===== config.mk =====
export PLATFORM = sky130hd
export DESIGN_NAME = sha256_msg_padder
export DESIGN_NICKNAME = d
export VERILOG_FILES = /design/src/rtl/sha256_msg_padder.sv
export SDC_FILE = /design/constraint.sdc
export NUM_CORES = 1
export LEC_CHECK = 0
export ABC_AREA = 1
export BUFFER_PORTS_ARGS = -buffer_cell sky130_fd_sc_hd__buf_2
export CORE_ASPECT_RATIO = 0.9
export CORE_MARGIN = 1
export CORE_UTILIZATION = 55
export CTS_BUF_LIST = sky130_fd_sc_hd__clkbuf_16
export DETAILED_ROUTE_END_ITERATION = 12
export HOLD_SLACK_MARGIN = 0.03
export MAX_ROUTING_LAYER = met4
export PLACE_DENSITY = 0.77
export SYNTH_ARGS = -nofsm -noshare
export SYNTH_HDL_FRONTEND = slang
export SYNTH_SLANG_ARGS = --single-unit

===== constraint.sdc =====
create_clock -name clk_in -period 1.6 [get_ports clk_in]
set_input_delay 0.32 -clock clk_in [delete_from_list [all_inputs] [get_ports clk_in]]
set_output_delay 0.32 -clock clk_in [all_outputs]
set_load 0.01 [all_outputs]

===== src/rtl/sha256_msg_padder.sv =====
// sha256_msg_padder: turns a byte stream into padded 512-bit SHA-256 blocks,
// presented as sixteen 32-bit schedule words per block. Message bytes are
// packed big-endian into words, then the 0x80 terminator, zero fill and the
// 64-bit big-endian bit length are appended.
module sha256_msg_padder (
    input  logic        clk_in,
    input  logic        rst_in,
    input  logic [7:0]  s_data,
    input  logic        s_valid,
    input  logic        s_last,
    output logic        s_ready,
    output logic [31:0] w_data,
    output logic [3:0]  w_idx,
    output logic        w_valid,
    input  logic        w_ready,
    output logic        w_blk_end,
    output logic        w_last
);

    typedef enum logic [2:0] {
        ST_ACCEPT = 3'd0,
        ST_PAD    = 3'd1,
        ST_ZERO   = 3'd2,
        ST_LEN_HI = 3'd3,
        ST_LEN_LO = 3'd4
    } state_t;

    state_t      state_q, state_d;
    logic [31:0] asm_q, asm_d;        // word being assembled from bytes
    logic [1:0]  lane_q, lane_d;      // next free byte lane, 0 = [31:24]
    logic [63:0] cnt_q, cnt_d;        // accepted byte count, modulo 2^61
    logic [31:0] w_data_q, w_data_d;
    logic [3:0]  w_idx_q, w_idx_d;    // index of the word shown / next shown
    logic        w_valid_q, w_valid_d;
    logic        w_blk_end_q, w_blk_end_d;
    logic        w_last_q, w_last_d;

    logic        s_accept_s;
    logic        w_accept_s;
    logic [3:0]  idx_next_s;
    logic [63:0] bitlen_s;

    // Place one byte into the given lane of a word, leaving other lanes intact.
    function automatic logic [31:0] lane_insert(input logic [31:0] word,
                                                input logic [1:0]  lane,
                                                input logic [7:0]  b);
        logic [31:0] res;
        case (lane)
            2'd0:    res = {b, word[23:0]};
            2'd1:    res = {word[31:24], b, word[15:0]};
            2'd2:    res = {word[31:16], b, word[7:0]};
            2'd3:    res = {word[31:8], b};
            default: res = word;
        endcase
        return res;
    endfunction

    assign s_ready    = (state_q == ST_ACCEPT) && !w_valid_q;
    assign s_accept_s = s_valid && s_ready;
    assign w_accept_s = w_valid_q && w_ready;
    assign idx_next_s = w_idx_q + 4'd1;
    // Only 61 counter bits are meaningful, so shifting by 3 never loses bits.
    assign bitlen_s   = {cnt_q[60:0], 3'b000};

    assign w_data    = w_data_q;
    assign w_idx     = w_idx_q;
    assign w_valid   = w_valid_q;
    assign w_blk_end = w_blk_end_q;
    assign w_last    = w_last_q;

    // State and datapath registers with asynchronous active-low reset.
    always_ff @(posedge clk_in or negedge rst_in) begin
        if (!rst_in) begin
            state_q     <= ST_ACCEPT;
            asm_q       <= 32'd0;
            lane_q      <= 2'd0;
            cnt_q       <= 64'd0;
            w_data_q    <= 32'd0;
            w_idx_q     <= 4'd0;
            w_valid_q   <= 1'b0;
            w_blk_end_q <= 1'b0;
            w_last_q    <= 1'b0;
        end else begin
            state_q     <= state_d;
            asm_q       <= asm_d;
            lane_q      <= lane_d;
            cnt_q       <= cnt_d;
            w_data_q    <= w_data_d;
            w_idx_q     <= w_idx_d;
            w_valid_q   <= w_valid_d;
            w_blk_end_q <= w_blk_end_d;
            w_last_q    <= w_last_d;
        end
    end

    // Next-state selection; padding states only advance when a new word is loaded.
    always_comb begin
        state_d = state_q;
        case (state_q)
            ST_ACCEPT: begin
                if (s_accept_s && s_last) begin
                    state_d = ST_PAD;
                end else begin
                    state_d = ST_ACCEPT;
                end
            end
            ST_PAD: begin
                if (!w_valid_q) begin
                    state_d = (idx_next_s == 4'd14) ? ST_LEN_HI : ST_ZERO;
                end else begin
                    state_d = ST_PAD;
                end
            end
            ST_ZERO: begin
                if (!w_valid_q && (idx_next_s == 4'd14)) begin
                    state_d = ST_LEN_HI;
                end else begin
                    state_d = ST_ZERO;
                end
            end
            ST_LEN_HI: begin
                if (!w_valid_q) begin
                    state_d = ST_LEN_LO;
                end else begin
                    state_d = ST_LEN_HI;
                end
            end
            ST_LEN_LO: begin
                if (w_accept_s && w_last_q) begin
                    state_d = ST_ACCEPT;
                end else begin
                    state_d = ST_LEN_LO;
                end
            end
            default: state_d = ST_ACCEPT;
        endcase
    end

    // Byte packing, word generation and output handshake bookkeeping.
    always_comb begin
        asm_d       = asm_q;
        lane_d      = lane_q;
        cnt_d       = cnt_q;
        w_data_d    = w_data_q;
        w_idx_d     = w_idx_q;
        w_valid_d   = w_valid_q;
        w_blk_end_d = w_blk_end_q;
        w_last_d    = w_last_q;

        // A consumed word frees the output register and advances the index.
        if (w_accept_s) begin
            w_valid_d   = 1'b0;
            w_idx_d     = idx_next_s;
            w_blk_end_d = 1'b0;
            w_last_d    = 1'b0;
        end else begin
            w_valid_d   = w_valid_q;
            w_idx_d     = w_idx_q;
        end

        // New words are loaded only while the output register is empty, so
        // w_idx_q is always the index of the word being loaded.
        case (state_q)
            ST_ACCEPT: begin
                if (s_accept_s) begin
                    cnt_d = {3'b000, cnt_q[60:0] + 61'd1};
                    if (lane_q == 2'd3) begin
                        w_data_d    = lane_insert(asm_q, lane_q, s_data);
                        w_valid_d   = 1'b1;
                        w_blk_end_d = (w_idx_q == 4'd15);
                        w_last_d    = 1'b0;
                        asm_d       = 32'd0;
                        lane_d      = 2'd0;
                    end else begin
                        asm_d  = lane_insert(asm_q, lane_q, s_data);
                        lane_d = lane_q + 2'd1;
                    end
                end else begin
                    asm_d = asm_q;
                end
            end
            ST_PAD: begin
                if (!w_valid_q) begin
                    // Unused lower lanes are already zero after each word.
                    w_data_d    = lane_insert(asm_q, lane_q, 8'h80);
                    w_valid_d   = 1'b1;
                    w_blk_end_d = (w_idx_q == 4'd15);
                    w_last_d    = 1'b0;
                    asm_d       = 32'd0;
                    lane_d      = 2'd0;
                end else begin
                    asm_d = asm_q;
                end
            end
            ST_ZERO: begin
                if (!w_valid_q) begin
                    w_data_d    = 32'd0;
                    w_valid_d   = 1'b1;
                    w_blk_end_d = (w_idx_q == 4'd15);
                    w_last_d    = 1'b0;
                end else begin
                    asm_d = asm_q;
                end
            end
            ST_LEN_HI: begin
                if (!w_valid_q) begin
                    w_data_d    = bitlen_s[63:32];
                    w_valid_d   = 1'b1;
                    w_blk_end_d = (w_idx_q == 4'd15);
                    w_last_d    = 1'b0;
                end else begin
                    asm_d = asm_q;
                end
            end
            ST_LEN_LO: begin
                if (!w_valid_q) begin
                    w_data_d    = bitlen_s[31:0];
                    w_valid_d   = 1'b1;
                    w_blk_end_d = (w_idx_q == 4'd15);
                    w_last_d    = 1'b1;
                end else if (w_accept_s && w_last_q) begin
                    cnt_d  = 64'd0;
                    asm_d  = 32'd0;
                    lane_d = 2'd0;
                end else begin
                    asm_d = asm_q;
                end
            end
            default: begin
                asm_d  = 32'd0;
                lane_d = 2'd0;
            end
        endcase
    end

endmodule


==> impl_metrics.xml, run 1 <==
<?xml version="1.0" encoding="UTF-8"?>
<metrics>
  <group name="status">
    <metric name="outcome" unit="">did not finish</metric>
    <metric name="last-stage-reached" unit="">global routing (5_1_grt)</metric>
    <metric name="flow.first_error" unit="">[ERROR GRT-0232] Routing congestion too high. Check the congestion heatmap in the GUI.</metric>
  </group>
  <group name="cts">
    <metric name="clk_root_buffer_cell" unit="">clkbuf_16</metric>
    <metric name="htree_levels" unit="">4</metric>
    <metric name="cts_inserted_buffers" unit="">17</metric>
    <metric name="clock_sink_count" unit="">129</metric>
    <metric name="clock_tree.buffer_depth" unit="">2</metric>
  </group>
  <group name="global_routing">
    <metric name="grt_overflow_total" unit="">100</metric>
    <metric name="global_route.usage.total" unit="%">78.47</metric>
    <metric name="grt_max_degree" unit="">42</metric>
  </group>
  <group name="placement">
    <metric name="dp.cells" unit="">1413</metric>
    <metric name="detailed_place_hpwl" unit="µm">19580</metric>
    <metric name="gpl.final_weighted_congestion" unit="">0.9937</metric>
    <metric name="buffer_ports.inserted" unit="">52</metric>
  </group>
  <group name="floorplan">
    <metric name="die_width" unit="µm">125.7</metric>
    <metric name="io-pin-count" unit="">53</metric>
    <metric name="initial_utilization" unit="%">56.47</metric>
    <metric name="die_h" unit="µm">113.3</metric>
    <metric name="placementRows" unit="">40</metric>
  </group>
  <group name="synthesis">
    <metric name="synthesis.area_per_instance" unit="µm²">7.200</metric>
    <metric name="yosys_most_used_dff" unit="">dfrtp_1</metric>
    <metric name="post_synth_inst_count" unit="">1052</metric>
    <metric name="netlist-cell-type-count" unit="">45</metric>
    <metric name="syn-cell-area" unit="µm²">7575</metric>
    <metric name="ys_warn_count" unit="">0</metric>
    <metric name="syn-num-nets" unit="">1072</metric>
    <metric name="synth_sequential_area_ratio" unit="%">42.62</metric>
    <metric name="postSynthRegisterBits" unit="">129</metric>
    <metric name="synth-edff-count" unit="">0</metric>
    <metric name="async_flop_share" unit="%">100.0</metric>
  </group>
  <group name="timing">
    <metric name="endpoint_type" unit="">register input</metric>
    <metric name="globalroute.repair_timing.worst_endpoint" unit="">asm_q[30]$_DFFE_PN0P_/D</metric>
  </group>
</metrics>
repair_timing:
action	CTS
gates cloned	15
setup endpoints to repair	118
pin swaps	69
resized for setup	263
hold buffers	1
hold endpoints to repair	37
setup buffers	31
stage by stage:
step,hold slack [ns],util (%),setup WS (ns),setup TNS (ns),instance area [µm²]
after floorplan,0.02441,-,0.001277,0,7619
after global placement,0.2627,68.83,-0.3267,-21.11,9233
after detailed placement,0.2652,68.83,-0.3871,-26.00,9233
after CTS,0.1474,84.71,-0.2300,-14.03,11360
layer usage:
metal / GRT overflow / global-route usage (%)
met1: 0 / 76.32
met4: 50 / 80.24
met3: 0 / 59.57
met2: 50 / 95.04
met5: - / -
kinds of logic after synthesis:
logic type      synth area share, %
simple gates                  34.62
fa+ha+maj                     1.156
buf+inv                       7.119
compound gates                13.76
mux                          0.1487
flops                         42.62
xor+xnor                     0.5782
synth_stat cells (4+ instances only):
| cell | number | share of area, % |
|---|---|---|
| ha_1 | 7 | 1.2 |
| nand2_1 | 297 | 15 |
| buf_6 | 4 | 0.59 |
| nand3_1 | 51 | 3.4 |
| a21oi_1 | 54 | 3.6 |
| o21ai_0 | 60 | 4.0 |
| nor3_1 | 20 | 1.3 |
| o21ai_1 | 4 | 0.26 |
| nand4_1 | 13 | 1.1 |
| inv_2 | 8 | 0.40 |
| buf_2 | 8 | 0.53 |
| o21ai_2 | 24 | 2.8 |
| a31oi_1 | 7 | 0.58 |
| o22ai_1 | 16 | 1.3 |
| clkbuf_1 | 7 | 0.35 |
| dfrtp_1 | 129 | 43 |
| nor2_1 | 183 | 9.1 |
| inv_1 | 96 | 4.8 |
| nand2_2 | 7 | 0.58 |
| nor2_2 | 9 | 0.74 |
==> inputs of run 2 (changes only) <==
==> config.mk (replaced) <==
export PLATFORM = sky130hd
export DESIGN_NAME = sha256_msg_padder
export DESIGN_NICKNAME = d
export VERILOG_FILES = /design/src/rtl/sha256_msg_padder.sv
export SDC_FILE = /design/constraint.sdc
export NUM_CORES = 1
export LEC_CHECK = 0
export ABC_AREA = 1
export BUFFER_PORTS_ARGS = -buffer_cell sky130_fd_sc_hd__buf_2
export CORE_MARGIN = 1
export CORE_UTILIZATION = 40
export DETAILED_ROUTE_END_ITERATION = 12
export PLACE_DENSITY_LB_ADDON = 0.15
export SYNTH_ARGS = -nofsm -noshare
export SYNTH_HDL_FRONTEND = slang
export SYNTH_SLANG_ARGS = --single-unit
==> constraint.sdc (replaced) <==
create_clock -name clk_in -period 2.1 [get_ports clk_in]
set_input_delay 0.42 -clock clk_in [delete_from_list [all_inputs] [get_ports clk_in]]
set_output_delay 0.42 -clock clk_in [all_outputs]
set_load 0.01 [all_outputs]
==> impl_metrics.xml, run 2 <==
<?xml version="1.0" encoding="UTF-8"?>
<metrics>
  <group name="global_routing">
    <metric name="antenna_found_initial" unit="">0</metric>
    <metric name="grt_max_degree" unit="">51</metric>
    <metric name="grt_overflow_total" unit="">0</metric>
    <metric name="grt_pass1_wl" unit="µm">39340</metric>
    <metric name="grt_pass1_vias" unit="">6852</metric>
    <metric name="global_route.usage.total" unit="%">26.74</metric>
  </group>
  <group name="cts">
    <metric name="clock_tree.buffer_depth" unit="">2</metric>
    <metric name="clkSlewWorstSetupHoldPaths" unit="ns">0.06</metric>
    <metric name="tritoncts" unit="">yes</metric>
    <metric name="clock_latency" unit="ns">0.43</metric>
    <metric name="cts_inserted_buffers" unit="">17</metric>
    <metric name="clock_sink_count" unit="">129</metric>
    <metric name="clk_root_buffer_cell" unit="">clkbuf_16</metric>
    <metric name="htree_levels" unit="">4</metric>
  </group>
  <group name="placement">
    <metric name="detailed_place_hpwl" unit="µm">19170</metric>
    <metric name="gpl.final_weighted_congestion" unit="">0.9309</metric>
    <metric name="dp_worst_setup_slack" unit="ns">0.1832</metric>
    <metric name="dpl_cell_area" unit="µm²">8298</metric>
    <metric name="buffer_ports.inserted" unit="">52</metric>
  </group>
  <group name="synthesis">
    <metric name="async_flop_share" unit="%">100.0</metric>
    <metric name="synthMostInstantiatedCell" unit="">nand2_1</metric>
    <metric name="syn-cell-area" unit="µm²">7575</metric>
    <metric name="synth-edff-count" unit="">0</metric>
    <metric name="yosys_most_used_dff" unit="">dfrtp_1</metric>
    <metric name="synth_top_cell_area_share" unit="%">42.62</metric>
    <metric name="post_synth_inst_count" unit="">1052</metric>
    <metric name="synth_common_cells" unit="">nand2_1 (297), nor2_1 (183), dfrtp_1 (129)</metric>
    <metric name="synth_largest_area_cell" unit="">dfrtp_1</metric>
    <metric name="ys_warn_count" unit="">0</metric>
    <metric name="synthesis.area_per_instance" unit="µm²">7.200</metric>
    <metric name="postSynthRegisterBits" unit="">129</metric>
    <metric name="netlist-cell-type-count" unit="">45</metric>
    <metric name="syn-num-nets" unit="">1072</metric>
    <metric name="synth_sequential_area_ratio" unit="%">42.62</metric>
    <metric name="yosys-top-cells-area" unit="">dfrtp_1 (43%), nand2_1 (15%), nor2_1 (9.1%)</metric>
  </group>
  <group name="timing">
    <metric name="max_slew_margin" unit="%">55.30</metric>
    <metric name="unrepaired_setup_endpoints_after_global_routing" unit="">false</metric>
    <metric name="finalHoldViolCount" unit="">0</metric>
    <metric name="final_period_utilization" unit="%">92.51</metric>
    <metric name="timing.clock.skew" unit="ns">0.009474</metric>
    <metric name="report.final.setup_viol" unit="">0</metric>
    <metric name="fin_crit" unit="ns">1.943</metric>
    <metric name="maxClockFrequency" unit="MHz">514.8</metric>
    <metric name="fin_tns_setup" unit="ns">0</metric>
    <metric name="drv_slew" unit="">0</metric>
    <metric name="setup_ws" unit="ns">0.1574</metric>
    <metric name="worst-slew-pin-transition" unit="ns">0.6696</metric>
  </group>
  <group name="routing">
    <metric name="drt_first_iter_violations" unit="">623</metric>
    <metric name="remaining_drc_errors" unit="">0</metric>
    <metric name="drt.antenna.violating_nets" unit="">0</metric>
    <metric name="dr.pass1.iters" unit="">5</metric>
    <metric name="drt-total-wl" unit="µm">24690</metric>
    <metric name="vias" unit="">7194</metric>
    <metric name="wl_per_cell" unit="µm">17.91</metric>
    <metric name="route.detailed.vias_per_inst" unit="">5.221</metric>
  </group>
  <group name="status">
    <metric name="outcome" unit="">completed</metric>
  </group>
  <group name="floorplan">
    <metric name="placementRows" unit="">49</metric>
    <metric name="die_h" unit="µm">139.6</metric>
    <metric name="io-pin-count" unit="">53</metric>
    <metric name="die_width" unit="µm">139.6</metric>
    <metric name="initial_utilization" unit="%">41.46</metric>
    <metric name="design.core.area" unit="µm²">18270</metric>
    <metric name="dieArea" unit="µm²">19490</metric>
  </group>
  <group name="setup_path">
    <metric name="timing.reg2reg.setup_slack" unit="ns">0.16</metric>
    <metric name="cp_max_fo" unit="">15</metric>
    <metric name="regToRegEndpoint" unit="">cnt_q[47]$_DFFE_PN0P_</metric>
    <metric name="timing.setup.critical_path_class" unit="">flip-flop to flip-flop</metric>
    <metric name="r2r-start" unit="">state_q[2]$_DFF_PN0_</metric>
    <metric name="worstSetupEndpointType" unit="">flip-flop</metric>
    <metric name="r2r.worst_path.cells" unit="">9</metric>
    <metric name="cp_data_required_time" unit="ns">2.41</metric>
    <metric name="arrival" unit="ns">2.26</metric>
    <metric name="timing.critical_path.from_type" unit="">flip-flop</metric>
  </group>
  <group name="worst_hold_path">
    <metric name="worstHoldPathCells" unit="">3</metric>
    <metric name="holdCritPathClass" unit="">input pin to flip-flop</metric>
    <metric name="hold_path.startpoint" unit="">s_last</metric>
    <metric name="min_delay_worst_endpoint" unit="">state_q[0]$_DFF_PN0_</metric>
  </group>
  <group name="power_and_ir_drop">
    <metric name="total_power" unit="mW">11.56</metric>
    <metric name="leakage_component_of_the_power" unit="nW">4.314</metric>
    <metric name="vdd_ir_drop_max" unit="V">0.0006186</metric>
    <metric name="power_density" unit="nW/µm²">1296</metric>
  </group>
  <group name="finish">
    <metric name="diodes" unit="">0</metric>
    <metric name="layout_common_cells" unit="">nand2_1 (297), nor2_1 (183), dfrtp_1 (129)</metric>
    <metric name="drive_above_1_share" unit="%">16.10</metric>
    <metric name="final_area" unit="µm²">8921</metric>
    <metric name="top_register_by_number_of_flip_flops" unit="">cnt_q</metric>
    <metric name="num-nets-final" unit="">1156</metric>
    <metric name="area_growth_syn_to_layout" unit="%">17.77</metric>
    <metric name="postLayoutCoreUtil" unit="%">48.83</metric>
    <metric name="flip_flop_count_of_the_largest_register_after_layout" unit="">61</metric>
    <metric name="leading_cell_type_in_the_layout_fill_and_taps_excluded" unit="">nand2_1</metric>
  </group>
  <group name="run">
    <metric name="drv.max_cap_violation_count" unit="">0</metric>
  </group>
</metrics>
-- run 2: cell counts after synthesis --
Identical to the previous run, type by type.
-- run 2: what timing repair did --
item,in CTS,in global routing
hold buffers,1,0
buffers inserted,0,0
endpoints found under the hold margin,35,0
endpoints found under the setup margin,0,2
gates resized for setup,0,1
-- run 2: layout make-up --
class                           instances  area, µm²
Clock inverter                         15      182.7
Multi-Input combinational cell        793       3812
Sequential cell                       129       3228
Clock buffer                           17      425.4
Tap cell                              229      286.5
Inverter                              105      394.1
Timing Repair Buffer                   90      591.8
Fill cell                            1870       9349
-- run 2: power breakdown --
| group | leakage (nW) | switching, mW | total [mW] | internal, mW |
|---|---|---|---|---|
| Combinational | 2.42 | 3.14 | 4.71 | 1.57 |
| Clock | 0.298 | 1.32 | 3.13 | 1.81 |
| Sequential | 1.59 | 0.534 | 3.72 | 3.18 |
| Total | 4.31 | 4.99 | 11.6 | 6.57 |
-- run 2: worst max path at each step --
stage                         startpoint  slack, ns                     to
finish              state_q[2]$_DFF_PN0_       0.16  cnt_q[47]$_DFFE_PN0P_
global route        state_q[2]$_DFF_PN0_       0.01   cnt_q[7]$_DFFE_PN0P_
CTS                 state_q[2]$_DFF_PN0_       0.17  cnt_q[47]$_DFFE_PN0P_
detailed placement               w_ready       0.18  cnt_q[59]$_DFFE_PN0P_
global placement                 w_ready       0.20  asm_q[25]$_DFFE_PN0P_
floorplan              w_valid$_DFF_PN0_       0.40  asm_q[21]$_DFFE_PN0P_
-- run 2: per-layer routing --
metal / routed length, µm / vias to the layer above / global-route usage [%]
met4: 581 / 0 / 8.791
met2: 11100 / 222 / 41.47
met5: 0 / - / 0
li1: - / 3569 / -
met3: 1351 / 36 / 4.680
met1: 11660 / 3367 / 37.77
-- run 2: critical path, stage by stage (launching register included) --
cell and delay, ns:
dfrtp_1 0.46, nor2_1 0.21, nand3_1 0.20, nand2_4 0.16, buf_12 0.15, nand3_1 0.10
nor2_1 0.27, nand3_1 0.12, nand2_1 0.09, nor2_1 0.06
-- run 2: cells by family after synthesis --
group / share of synthesized area [%]
DFF: 42.62
xor gates and xnor gates: 0.5782
and+or+nand+nor: 34.62
adders and majority gates: 1.156
buffers and inverters: 7.119
muxes: 0.1487
AOI/OAI and AO/OA: 13.76
-- run 2: metrics by stage --
stage / hold WS [ns] / std cells
2_1_floorplan: 0.1244 / 1052
3_3_place_gp: 0.3617 / 1345
3_5_place_dp: 0.3585 / 1345
4_1_cts: 0.2542 / 1378
5_1_grt: 0.2637 / 1378
6_report: 0.2592 / 1378
No activity file was read; power rests on OpenSTA's default activity.
